File: src/rtl/serial_adder_if.sv
// Handshake bundle for the bit-serial adder: operand request in, result and status out.
interface serial_adder_if #(parameter int WIDTH = 8);
  logic             start;
  logic [WIDTH-1:0] a;
  logic [WIDTH-1:0] b;
  logic             carry_in;
  logic             busy;
  logic             done;
  logic [WIDTH-1:0] sum;
  logic             carry_out;

  modport master (output start, a, b, carry_in, input  busy, done, sum, carry_out);
  modport slave  (input  start, a, b, carry_in, output busy, done, sum, carry_out);
endinterface

File: src/rtl/serial_adder.sv
// LSB-first bit-serial adder: one full-adder cell, a registered carry, WIDTH cycles per sum.
module serial_adder #(
  parameter int WIDTH = 8
) (
  input  logic         clk,
  input  logic         rst_n,
  serial_adder_if.slave bus
);
  localparam int CW = $clog2(WIDTH) + 1;

  typedef enum logic [1:0] {IDLE, SHIFT, DONE} state_e;

  state_e           state_q, state_d;
  logic [WIDTH-1:0] a_sh_q, a_sh_d;
  logic [WIDTH-1:0] b_sh_q, b_sh_d;
  logic [WIDTH-1:0] res_q, res_d;
  logic [WIDTH-1:0] sum_q, sum_d;
  logic [CW-1:0]    cnt_q, cnt_d;
  logic             c_q, c_d;
  logic             cout_q, cout_d;
  logic             busy_q, busy_d;
  logic             done_q, done_d;
  logic             fa_s, fa_c;

  function automatic logic [1:0] full_add(input logic x, input logic y, input logic ci);
    return {(x & y) | (x & ci) | (y & ci), x ^ y ^ ci};
  endfunction

  assign {fa_c, fa_s} = full_add(a_sh_q[0], b_sh_q[0], c_q);

  always_comb begin
    state_d = state_q;
    a_sh_d  = a_sh_q;
    b_sh_d  = b_sh_q;
    res_d   = res_q;
    sum_d   = sum_q;
    cnt_d   = cnt_q;
    c_d     = c_q;
    cout_d  = cout_q;
    case (state_q)
      IDLE, DONE: begin
        if (bus.start) begin
          a_sh_d  = bus.a;
          b_sh_d  = bus.b;
          c_d     = bus.carry_in;
          cnt_d   = '0;
          res_d   = '0;
          state_d = SHIFT;
        end else begin
          state_d = IDLE;
        end
      end
      SHIFT: begin
        c_d    = fa_c;
        // Result fills from the MSB so the first (LSB) bit lands at bit 0 after WIDTH shifts.
        res_d  = (res_q >> 1) | (WIDTH'(fa_s) << (WIDTH - 1));
        a_sh_d = a_sh_q >> 1;
        b_sh_d = b_sh_q >> 1;
        cnt_d  = cnt_q + CW'(1);
        if (cnt_q == CW'(WIDTH - 1)) begin
          sum_d   = res_d;
          cout_d  = fa_c;
          state_d = DONE;
        end
      end
      default: state_d = IDLE;
    endcase
    busy_d = (state_d == SHIFT);
    done_d = (state_d == DONE);
  end

  always_ff @(posedge clk or negedge rst_n) begin
    if (!rst_n) begin
      state_q <= IDLE;
      a_sh_q  <= '0;
      b_sh_q  <= '0;
      res_q   <= '0;
      sum_q   <= '0;
      cnt_q   <= '0;
      c_q     <= 1'b0;
      cout_q  <= 1'b0;
      busy_q  <= 1'b0;
      done_q  <= 1'b0;
    end else begin
      state_q <= state_d;
      a_sh_q  <= a_sh_d;
      b_sh_q  <= b_sh_d;
      res_q   <= res_d;
      sum_q   <= sum_d;
      cnt_q   <= cnt_d;
      c_q     <= c_d;
      cout_q  <= cout_d;
      busy_q  <= busy_d;
      done_q  <= done_d;
    end
  end

  assign bus.busy      = busy_q;
  assign bus.done      = done_q;
  assign bus.sum       = sum_q;
  assign bus.carry_out = cout_q;
endmodule

File: src/flat_wrapper.sv
// flat-port wrapper written by rule: the top's interface ports become plain ports
module serial_adder_flat 
#(
  parameter int WIDTH = 8
)
  (clk, rst_n, bus_start, bus_a, bus_b, bus_carry_in, bus_busy, bus_done, bus_sum, bus_carry_out);
  serial_adder_if #(.WIDTH(WIDTH)) bus_i ();
  input  logic clk;
  input  logic rst_n;
  input wire logic [$bits(bus_i.start)-1:0] bus_start;
  input wire logic [$bits(bus_i.a)-1:0] bus_a;
  input wire logic [$bits(bus_i.b)-1:0] bus_b;
  input wire logic [$bits(bus_i.carry_in)-1:0] bus_carry_in;
  output wire logic [$bits(bus_i.busy)-1:0] bus_busy;
  output wire logic [$bits(bus_i.done)-1:0] bus_done;
  output wire logic [$bits(bus_i.sum)-1:0] bus_sum;
  output wire logic [$bits(bus_i.carry_out)-1:0] bus_carry_out;
  assign bus_i.start = bus_start;
  assign bus_i.a = bus_a;
  assign bus_i.b = bus_b;
  assign bus_i.carry_in = bus_carry_in;
  assign bus_busy = bus_i.busy;
  assign bus_done = bus_i.done;
  assign bus_sum = bus_i.sum;
  assign bus_carry_out = bus_i.carry_out;
  serial_adder #(.WIDTH(WIDTH)) u_core (.clk(clk), .rst_n(rst_n), .bus(bus_i));
endmodule
File: config.mk
export PLATFORM = sky130hd
export DESIGN_NAME = serial_adder_flat
export DESIGN_NICKNAME = d
export VERILOG_FILES = /design/src/rtl/serial_adder_if.sv /design/src/rtl/serial_adder.sv /design/src/flat_wrapper.sv
export SDC_FILE = /design/constraint.sdc
export NUM_CORES = 1
export LEC_CHECK = 0
export ABC_AREA = 0
export BUFFER_PORTS_ARGS = -buffer_cell sky130_fd_sc_hd__clkbuf_2
export CAP_MARGIN = 5
export CORE_MARGIN = 5
export CORE_UTILIZATION = 30
export CTS_BUF_LIST = sky130_fd_sc_hd__clkbuf_8
export DETAILED_ROUTE_END_ITERATION = 6
export PLACE_DENSITY = 0.56
export SETUP_SLACK_MARGIN = 0.3
export SLEW_MARGIN = 20
export SYNTH_ARGS = -nofsm -noshare
export SYNTH_HDL_FRONTEND = slang
export SYNTH_SLANG_ARGS = --single-unit
File: constraint.sdc
create_clock -name clk -period 2 [get_ports clk]
set_clock_uncertainty 0.15 [all_clocks]
set_input_delay 0.2 -clock clk [delete_from_list [all_inputs] [get_ports clk]]
set_output_delay 0.2 -clock clk [all_outputs]
set_load 0.05 [all_outputs]
==> results of run 1 <==
-- state kept, by name, indices dropped and copies added (netlist names) --
name and flops:
u_core.a_sh_q 8, u_core.bus.done 1, u_core.cnt_q 4, u_core.bus.sum 8, u_core.c_q 1, u_core.bus.carry_out 1
u_core.bus.busy 1, u_core.b_sh_q 8, u_core.state_q 2, u_core.res_q 7
-- report_power, final --
group | switching, mW | internal, mW
sequential | 0.214 | 1.19
combinational | 0.915 | 0.594
clock | 0.266 | 0.269
total | 1.40 | 2.05
-- how the worst max path moves through the flow --
stage	cells after the start	slack, ps	endpoint	startpoint
4_1_cts	5	370	u_core.bus.sum[1]	u_core.cnt_q[0]
5_1_grt	5	320	u_core.bus.sum[3]	u_core.cnt_q[0]
3_3_place_gp	4	260	u_core.bus.sum[6]	u_core.cnt_q[0]
2_1_floorplan	4	340	u_core.bus.sum[0]	u_core.cnt_q[0]
3_5_place_dp	4	220	u_core.bus.sum[1]	u_core.cnt_q[0]
6_report	5	390	u_core.bus.sum[1]	u_core.cnt_q[0]
-- worst max-delay path, stage by stage, from the launching register on --
cell     delay, ps
dfrtp_1        390
ha_1           200
nand2_1        120
nor3_4         170
buf_12         150
mux2_2         330
-- layer usage --
layer,GRT usage (%),vias up,part of all wire (%)
li1,-,585,-
met1,15.2,608,49
met2,17.2,30,44
met3,3.24,5,5.1
met4,3.88,0,1.2
met5,0,-,0
-- cells in the final DEF (no fill, tap or decap), types with 2 or more instances in the layout --
master / netlist / final
dfrtp_1: 41 / 41
clkbuf_2: 0 / 30
nand2_1: 16 / 16
dlygate4sd3_1: 0 / 13
a22oi_1: 12 / 12
nand3_1: 12 / 12
a22o_1: 10 / 10
mux2_2: 7 / 7
buf_4: 0 / 7
inv_1: 5 / 6
clkbuf_8: 0 / 6
mux2i_1: 4 / 4
nor3_1: 3 / 3
nor2_1: 3 / 3
a221o_1: 3 / 3
nand2b_1: 2 / 2
nor2b_1: 2 / 2
buf_12: 0 / 2
-- logic make-up (layout without fill, tap and decap cells) --
family / after synthesis / count (layout) / share of synthesized area (%)
fa+ha+maj: 2 / 2 / 1.94
xor+xnor: 1 / 1 / 0.523
mux: 11 / 11 / 7.10
compound gates: 27 / 27 / 13.2
flops: 41 / 41 / 61.2
buf+inv: 14 / 64 / 3.96
simple gates: 41 / 41 / 12.0
-- Yosys cell counts --
cell type and count:
a221o_1 3, a22o_1 10, a22oi_1 12, and2b_1 1, buf_2 5, buf_6 1, clkbuf_1 3, dfrtp_1 41
fa_1 1, ha_1 1, inv_1 5, mux2_2 7, mux2i_1 4, nand2_1 16, nand2b_1 2, nand3_1 12
nand4_1 1, nor2_1 3, nor2b_1 2, nor3_1 3, nor3_4 1, o21ai_0 1, o2bb2ai_1 1, xnor2_1 1
-- repair_timing --
item                                    4_1_cts  5_1_grt
hold buffers                                 13        0
endpoints found under the hold margin        31        0
endpoints found under the setup margin        9        0
setup buffers                                 1        0
-- final cells by class --
type | count | area share (%)
timing repair buffer | 52 | 17.1
inverter | 5 | 0.862
clock buffer | 6 | 3.79
sequential | 41 | 47.1
clock inverter | 1 | 0.172
tap | 72 | 4.14
multi-input combinational | 82 | 26.8
-- metrics by stage --
step,cell area [µm²],worst slack [ps],std cells
floorplan,1680,342,137
global placement,1940,261,238
detailed placement,1940,215,238
CTS,2180,373,259
global route,2180,320,259
finish,2180,389,259
==> results.cfg, run 1 <==
[run_status]
outcome = finished, final reports clean

[floorplanning]
fp-row-count = 27
num_io_pins = 31
die_w_um = 84.7
die_area_um2 = 7180
coreArea_um2 = 5470
die_h_um = 84.7
start_util_pct = 30.6

[global_routing]
antenna_found_initial = 0
grt_pass1_wl_mm = 6.44
track_usage_pct = 11.2
grt_pass1_vias = 1329
grt_max_degree = 23
grt_overflow = 0

[routing]
via_count = 1228
drt_pass1_iterations = 4
via_per_inst = 4.74
drc_errors = 0
wire_per_inst_um = 14.0
first_iter_violations = 51
drtAntennaViolNets = 0
routed_wl_mm = 3.63

[place]
hpwl_mm = 2.45
place_congestion = 0.703
io_buffers = 30

[setup_path]
crit_required_ps = 2020
crit_type = flop to flop
crit_fanout = 8
r2r_cells = 5
r2r_end = u_core.bus.sum[1]
cp.arrival_ps = 1630
reg2reg_from = u_core.cnt_q[0]
crit_path_end_kind = flop
worstSetupStartpointType = flop
regToRegSetupSlack_ps = 390

[sta]
slew_viol_final = 0
rsz0062_at_grt = false
whs_ps = 5.51
finalHoldViolations = 0
tns_ps = 0
period_minus_slack_ps = 1610
finalCritPeriodShare_pct = 80.5
timing.fmax_ghz = 0.621
worst_pin_slew_ps = 613
setup-violations-final = 0
max_slew_margin_pct = 59.1

[yosys]
yosysWarningCount = 0
yosysUniqueCellTypes = 24
synth.top_cell.area_share_pct = 61.2
synthTopCellsByArea = dfrtp_1 (61%), a22oi_1 (5.4%), a22o_1 (5.2%), mux2_2 (4.7%), nand3_1 (3.6%)
syn-instance-count = 137
synth.net_count = 159
synth_area_per_cell_um2 = 12.2
synth_area_um2 = 1680
ys_seq_area_share_pct = 61.2
ys_seq_elements = 41
yosysTopAreaCell = dfrtp_1

[final_layout]
drive_gt1_share_pct = 28.3
fillers = 538
final_nets = 209
syn_to_final_growth_pct = 29.9
n_antenna_cell = 0
multi_input_area_um2 = 583
seq_area_um2 = 1030
final_util_pct = 39.8

[pwr]
powerDensity_nw_per_um2 = 1580
leakage_nw = 1.06
vdd_ir_drop_max_mv = 0.552
power.total_mw = 3.45

[worst_hold_path]
hp-start = bus_a[0]
hold_end = u_core.a_sh_q[0]
worstHoldPathCells = 2
worstHoldPathType = input pin to flop

[clock_tree]
cts_made_buffers = 5
insertion_delay_ps = 290
tritoncts = built
cts-resized-gates = 0
cts_root_buffer = clkbuf_8
cts_max_path_buffers = 2
cts-htree-levels = 2
clk_pin_slew_ps = 80
clkSinkCount = 41

[flow_run]
max_cap_viol_count = 0
Note: power is estimated with default switching activity, not from simulation.
==> run 2: changes to the inputs <==
PLACE_DENSITY = 0.58   (was 0.56)
clock period = 1.4 ns   (was 2 ns; I/O delays follow)
==> run 2 against run 1 <==
The flow now finishes with violations (negative setup slack). Combinational power grew 130%. Non-clock buffer count grew 31. Via count grew 8.6%. Register-to-register slack lost 520 ps. Critical path depth is the same. Worst setup slack lost 520 ps. Sequential share of layout area shrank 11 points. Sequential power grew 48%. Maximum frequency grew 4.9%. Routed wire length grew 11%. Die area is the same. Clock-buffer cell count is the same. Critical path type unchanged. Critical endpoint is now u_core.bus.sum[0]. Largest cell class unchanged.
==> results.cfg, run 2 (synthesis results as in run 1) <==
[setup_path]
crit_path_end_kind = flop
worstSetupStartpointType = flop
crit_fanout = 7
crit_required_ps = 1440
r2r_cells = 5
crit_type = flop to flop
cp.arrival_ps = 1570

[sta]
finalCritPeriodShare_pct = 110
timing.fmax_ghz = 0.651
fin_ws_ps = -135
finalHoldViolations = 0
setup-violations-final = 20
period_minus_slack_ps = 1540
max_slew_margin_pct = 85.0
slew_viol_final = 0
whs_ps = 109
rsz0062_at_grt = true
tns_ps = -1030
worst_pin_slew_ps = 226

[place]
io_buffers = 30
hpwl_mm = 2.65
placed_area_um2 = 2180
place_congestion = 0.689

[clock_tree]
cts_made_buffers = 5
clk_pin_slew_ps = 80
tritoncts = built
clkSinkCount = 41
cts-htree-levels = 2
cts_max_path_buffers = 2
insertion_delay_ps = 300
cts_root_buffer = clkbuf_8

[global_routing]
use_met3_pct = 3.53
use_met2_pct = 18.1
grt_overflow = 0
grt_use_met1_pct = 15.9
grt_pass1_wl_mm = 6.87
top_usage_layer = met2
grt_pass1_vias = 1436
antenna_found_initial = 0
grt_max_degree = 42
track_usage_pct = 11.9

[pwr]
power.total_mw = 6.55
p_sw_share_pct = 36.8
seqPwrFrac_pct = 31.9
intPower_mw = 4.14
vdd_ir_drop_max_mv = 0.784
pwr-share-comb_pct = 52.9
p_switching_mw = 2.41
clockPowerShare_pct = 15.2
leakage_nw = 1.32
powerDensity_nw_per_um2 = 2340

[final_layout]
layout_common_cells = dfrtp_1 (41), clkbuf_2 (19), dlygate4sd3_1 (18), buf_4 (18), nand2_1 (15)
final_area_um2 = 2800
final_util_pct = 51.2
drive_gt1_share_pct = 47.5
final_nets = 240
fillers = 489
n_antenna_cell = 0
final_common_cell = dfrtp_1
syn_to_final_growth_pct = 67.3

[routing]
drtAntennaViolNets = 0
via_per_inst = 4.58
drt_pass1_iterations = 4
via_count = 1334
wire_per_inst_um = 13.8
drc_errors = 0
first_iter_violations = 56
routed_wl_mm = 4.02

[run_status]
violations = negative setup slack
outcome = finished with violations

[floorplanning]
coreArea_um2 = 5470
num_io_pins = 31
start_util_pct = 30.6
fp-row-count = 27
die_area_um2 = 7180
die_h_um = 84.7
die_w_um = 84.7

[worst_hold_path]
worstHoldPathType = input pin to flop
worstHoldPathCells = 4

[flow_run]
max_cap_viol_count = 0
run 2: cell count changes in the layout (fill, tap and decap cells not counted), moves of 3 or more:
cell	previous run	this run
a22oi_2	0	12
buf_6	0	11
a22oi_1	12	0
buf_4	7	18
dlygate4sd3_1	13	18
buf_8	0	12
mux2_2	7	4
mux2_4	0	3
clkbuf_2	30	19
run 2: worst paths after layout:
path | from | endpoint | slack (ps)
max | u_core.state_q[0] | u_core.bus.sum[0] | -140
min | bus_start | u_core.state_q[0] | 110
max reg2reg | u_core.state_q[0] | u_core.bus.sum[0] | -140
min reg2reg | u_core.res_q[1] | u_core.res_q[1] | 350
max in group asynchronous | rst_n | u_core.res_q[4] | 690
min in group asynchronous | rst_n | u_core.a_sh_q[3] | 210
run 2: area by class of cell:
| cell class | count | area, µm² | share of cell area, % |
|---|---|---|---|
| multi-input cells | 82 | 726 | 25.9 |
| inverters | 5 | 18.8 | 0.670 |
| flip-flops and latches | 41 | 1030 | 36.6 |
| clock buffers | 6 | 82.6 | 2.95 |
| repair buffers | 83 | 822 | 29.3 |
| well taps | 72 | 90.1 | 3.21 |
| clock inverters | 2 | 37.5 | 1.34 |
run 2: power by group through the flow:
stage / clock, mW / combinational, mW / sequential (mW)
after floorplan: 0 / 1.50 / 2.45
after global placement: 0 / 2.62 / 2.03
after detailed placement: 0 / 2.66 / 2.04
after CTS: 1.01 / 3.38 / 2.05
after global routing: 1.08 / 3.71 / 2.15
final: 0.997 / 3.47 / 2.09
run 2: metal layers:
layer  up-vias  part of all wire (%)
li1        649                     -
met4         0                   1.7
met1       649                    47
met3         8                   4.4
met2        28                    46
met5         -                     0
run 2: worst max-delay path, stage by stage (launching register included):
cell and delay, ps:
dfrtp_1 400, buf_6 120, nand2b_4 70, nor3_4 210, buf_12 150, mux2_2 330
run 2: repair_timing:
| item | in CTS | in global routing |
|---|---|---|
| cloned | 1 | 0 |
| setup buffers | 8 | 1 |
| resized for setup | 51 | 14 |
| hold buffers | 18 | 0 |
| setup endpoints to repair | 52 | 52 |
| endpoints found under the hold margin | 58 | 0 |
| pin swaps | 4 | 3 |
run 2: through the flow:
| step | worst slack (ps) | instances |
|---|---|---|
| floorplan | -210 | 137 |
| global placement | -102 | 255 |
| detailed placement | -131 | 255 |
| CTS | -116 | 290 |
| global route | -171 | 291 |
| finish | -135 | 291 |
==> run 3: changes to the inputs <==
REMOVE_ABC_BUFFERS = 1   (was unset)
==> run 3 against run 2 <==
The flow still finishes with violations (negative setup slack). Hold slack better by 24 ps. Clock-buffer cell count unchanged. Clock power down 23%. Largest cell class unchanged. Largest power group unchanged. Highest routed layer unchanged.
==> results.cfg, run 3 (synthesis results as in run 1) <==
[run_status]
outcome = finished with violations
violations = negative setup slack

[setup_path]
crit_start = u_core.cnt_q[1]
crit_fanout = 8
crit_required_ps = 1430
max_stage_delay_ps = 400
crit_type = flop to flop
crit_slowest_cell = dfrtp_1
crit_chain = ha_4, nand2_4, nor3_4, buf_6, mux2_4
worstSetupStartpointType = flop
reg2reg_from = u_core.cnt_q[1]
cp.arrival_ps = 1540
crit_path_end_kind = flop

[clock_tree]
clkSinkCount = 41
cts_max_path_buffers = 2
insertion_delay_ps = 290
cts_root_buffer = clkbuf_8
clk_pin_slew_ps = 70
cts-htree-levels = 2
tritoncts = built
cts_made_buffers = 5

[sta]
finalCritPeriodShare_pct = 108
max_slew_margin_pct = 72.5
tns_ps = -1200
whs_ps = 133
setup-violations-final = 24
fin_ws_ps = -113
timing.fmax_ghz = 0.661
rsz0062_at_grt = true
worst_pin_slew_ps = 412
period_minus_slack_ps = 1510
finalHoldViolations = 0
slew_viol_final = 0

[global_routing]
top_usage_layer = met2
antenna_found_initial = 0
track_usage_pct = 12.6
grt_overflow = 0
use_met2_pct = 19.1
use_met3_pct = 3.53
grt_pass1_vias = 1446
grt_pass1_wl_mm = 7.14
grt_max_degree = 28
grt_use_met1_pct = 17.3

[pwr]
vdd_ir_drop_max_mv = 1.08
leakage_nw = 1.41
power.total_mw = 7.08
powerDensity_nw_per_um2 = 2400

[place]
post-place-ws_ps = -189
hpwl_mm = 2.46
io_buffers = 30
place_congestion = 0.732
dp.cells = 246
placed_area_um2 = 2010

[floorplanning]
die_w_um = 84.7
fp-row-count = 27
coreArea_um2 = 5470
num_io_pins = 31
die_area_um2 = 7180
die_h_um = 84.7
start_util_pct = 30.6

[final_layout]
final_nets = 253
syn_to_final_growth_pct = 76.3
fillers = 458
final_util_pct = 54.0
layout_common_cells = dfrtp_1 (40), buf_4 (22), clkbuf_2 (19), buf_6 (18), dlygate4sd3_1 (18)
n_antenna_cell = 0
final_common_cell = dfrtp_1
seq_area_um2 = 1030
multi_input_area_um2 = 758
final_area_um2 = 2950
stdcell_count = 303
drive_gt1_share_pct = 52.4

[routing]
drc_errors = 0
routed_wl_mm = 4.53
drtAntennaViolNets = 0
drt_pass1_iterations = 4
wire_per_inst_um = 15.0
via_per_inst = 4.69
via_count = 1422
first_iter_violations = 38

[worst_hold_path]
hp-start = bus_start
worstHoldPathType = input pin to flop

[flow_run]
max_cap_viol_count = 0
run 3: report_power, final:
part	internal (mW)	total (mW)	switching, mW
logic	2.36	4.18	1.83
clock network	0.384	0.771	0.387
registers	1.71	2.12	0.417
run 3: final cells by class:
cell class | count | share of cell area (%)
well taps | 72 | 3.05
repair buffers | 96 | 33.0
clock inverters | 1 | 0.127
flip-flops and latches | 41 | 34.8
multi-input cells | 82 | 25.7
inverters | 5 | 0.635
clock buffers | 6 | 2.80
run 3: worst max-delay path, delay by kind of cell (launching register included):
family / cells / cell delay, ps
DFF: 1 / 400
muxes: 1 / 300
adders and majority gates: 1 / 170
and+or+nand+nor: 2 / 200
buffers and inverters: 1 / 180
run 3: final timing paths:
kind	slack (ps)	cells past startpoint	endpoint
worst max-delay path	-110	5	u_core.bus.sum[3]
worst min-delay path	130	4	u_core.bus.busy
worst max register to register	-110	5	u_core.bus.sum[3]
worst min register to register	370	1	u_core.res_q[1]
max in group asynchronous	460	3	u_core.state_q[0]
min in group asynchronous	160	2	u_core.res_q[6]
run 3: layer usage:
layer,vias to the layer above,part of all wire [%]
li1,676,-
met2,27,47
met5,-,0
met1,715,48
met3,4,3.4
met4,0,1.3
run 3: repair_timing:
item                                    in CTS  in global routing
pin swaps                                   43                 10
buffers inserted                            16                 12
cloned                                       4                  0
endpoints found under the hold margin       58                  0
hold buffers                                18                  0
gates resized for setup                     80                 28
endpoints found under the setup margin      52                 52
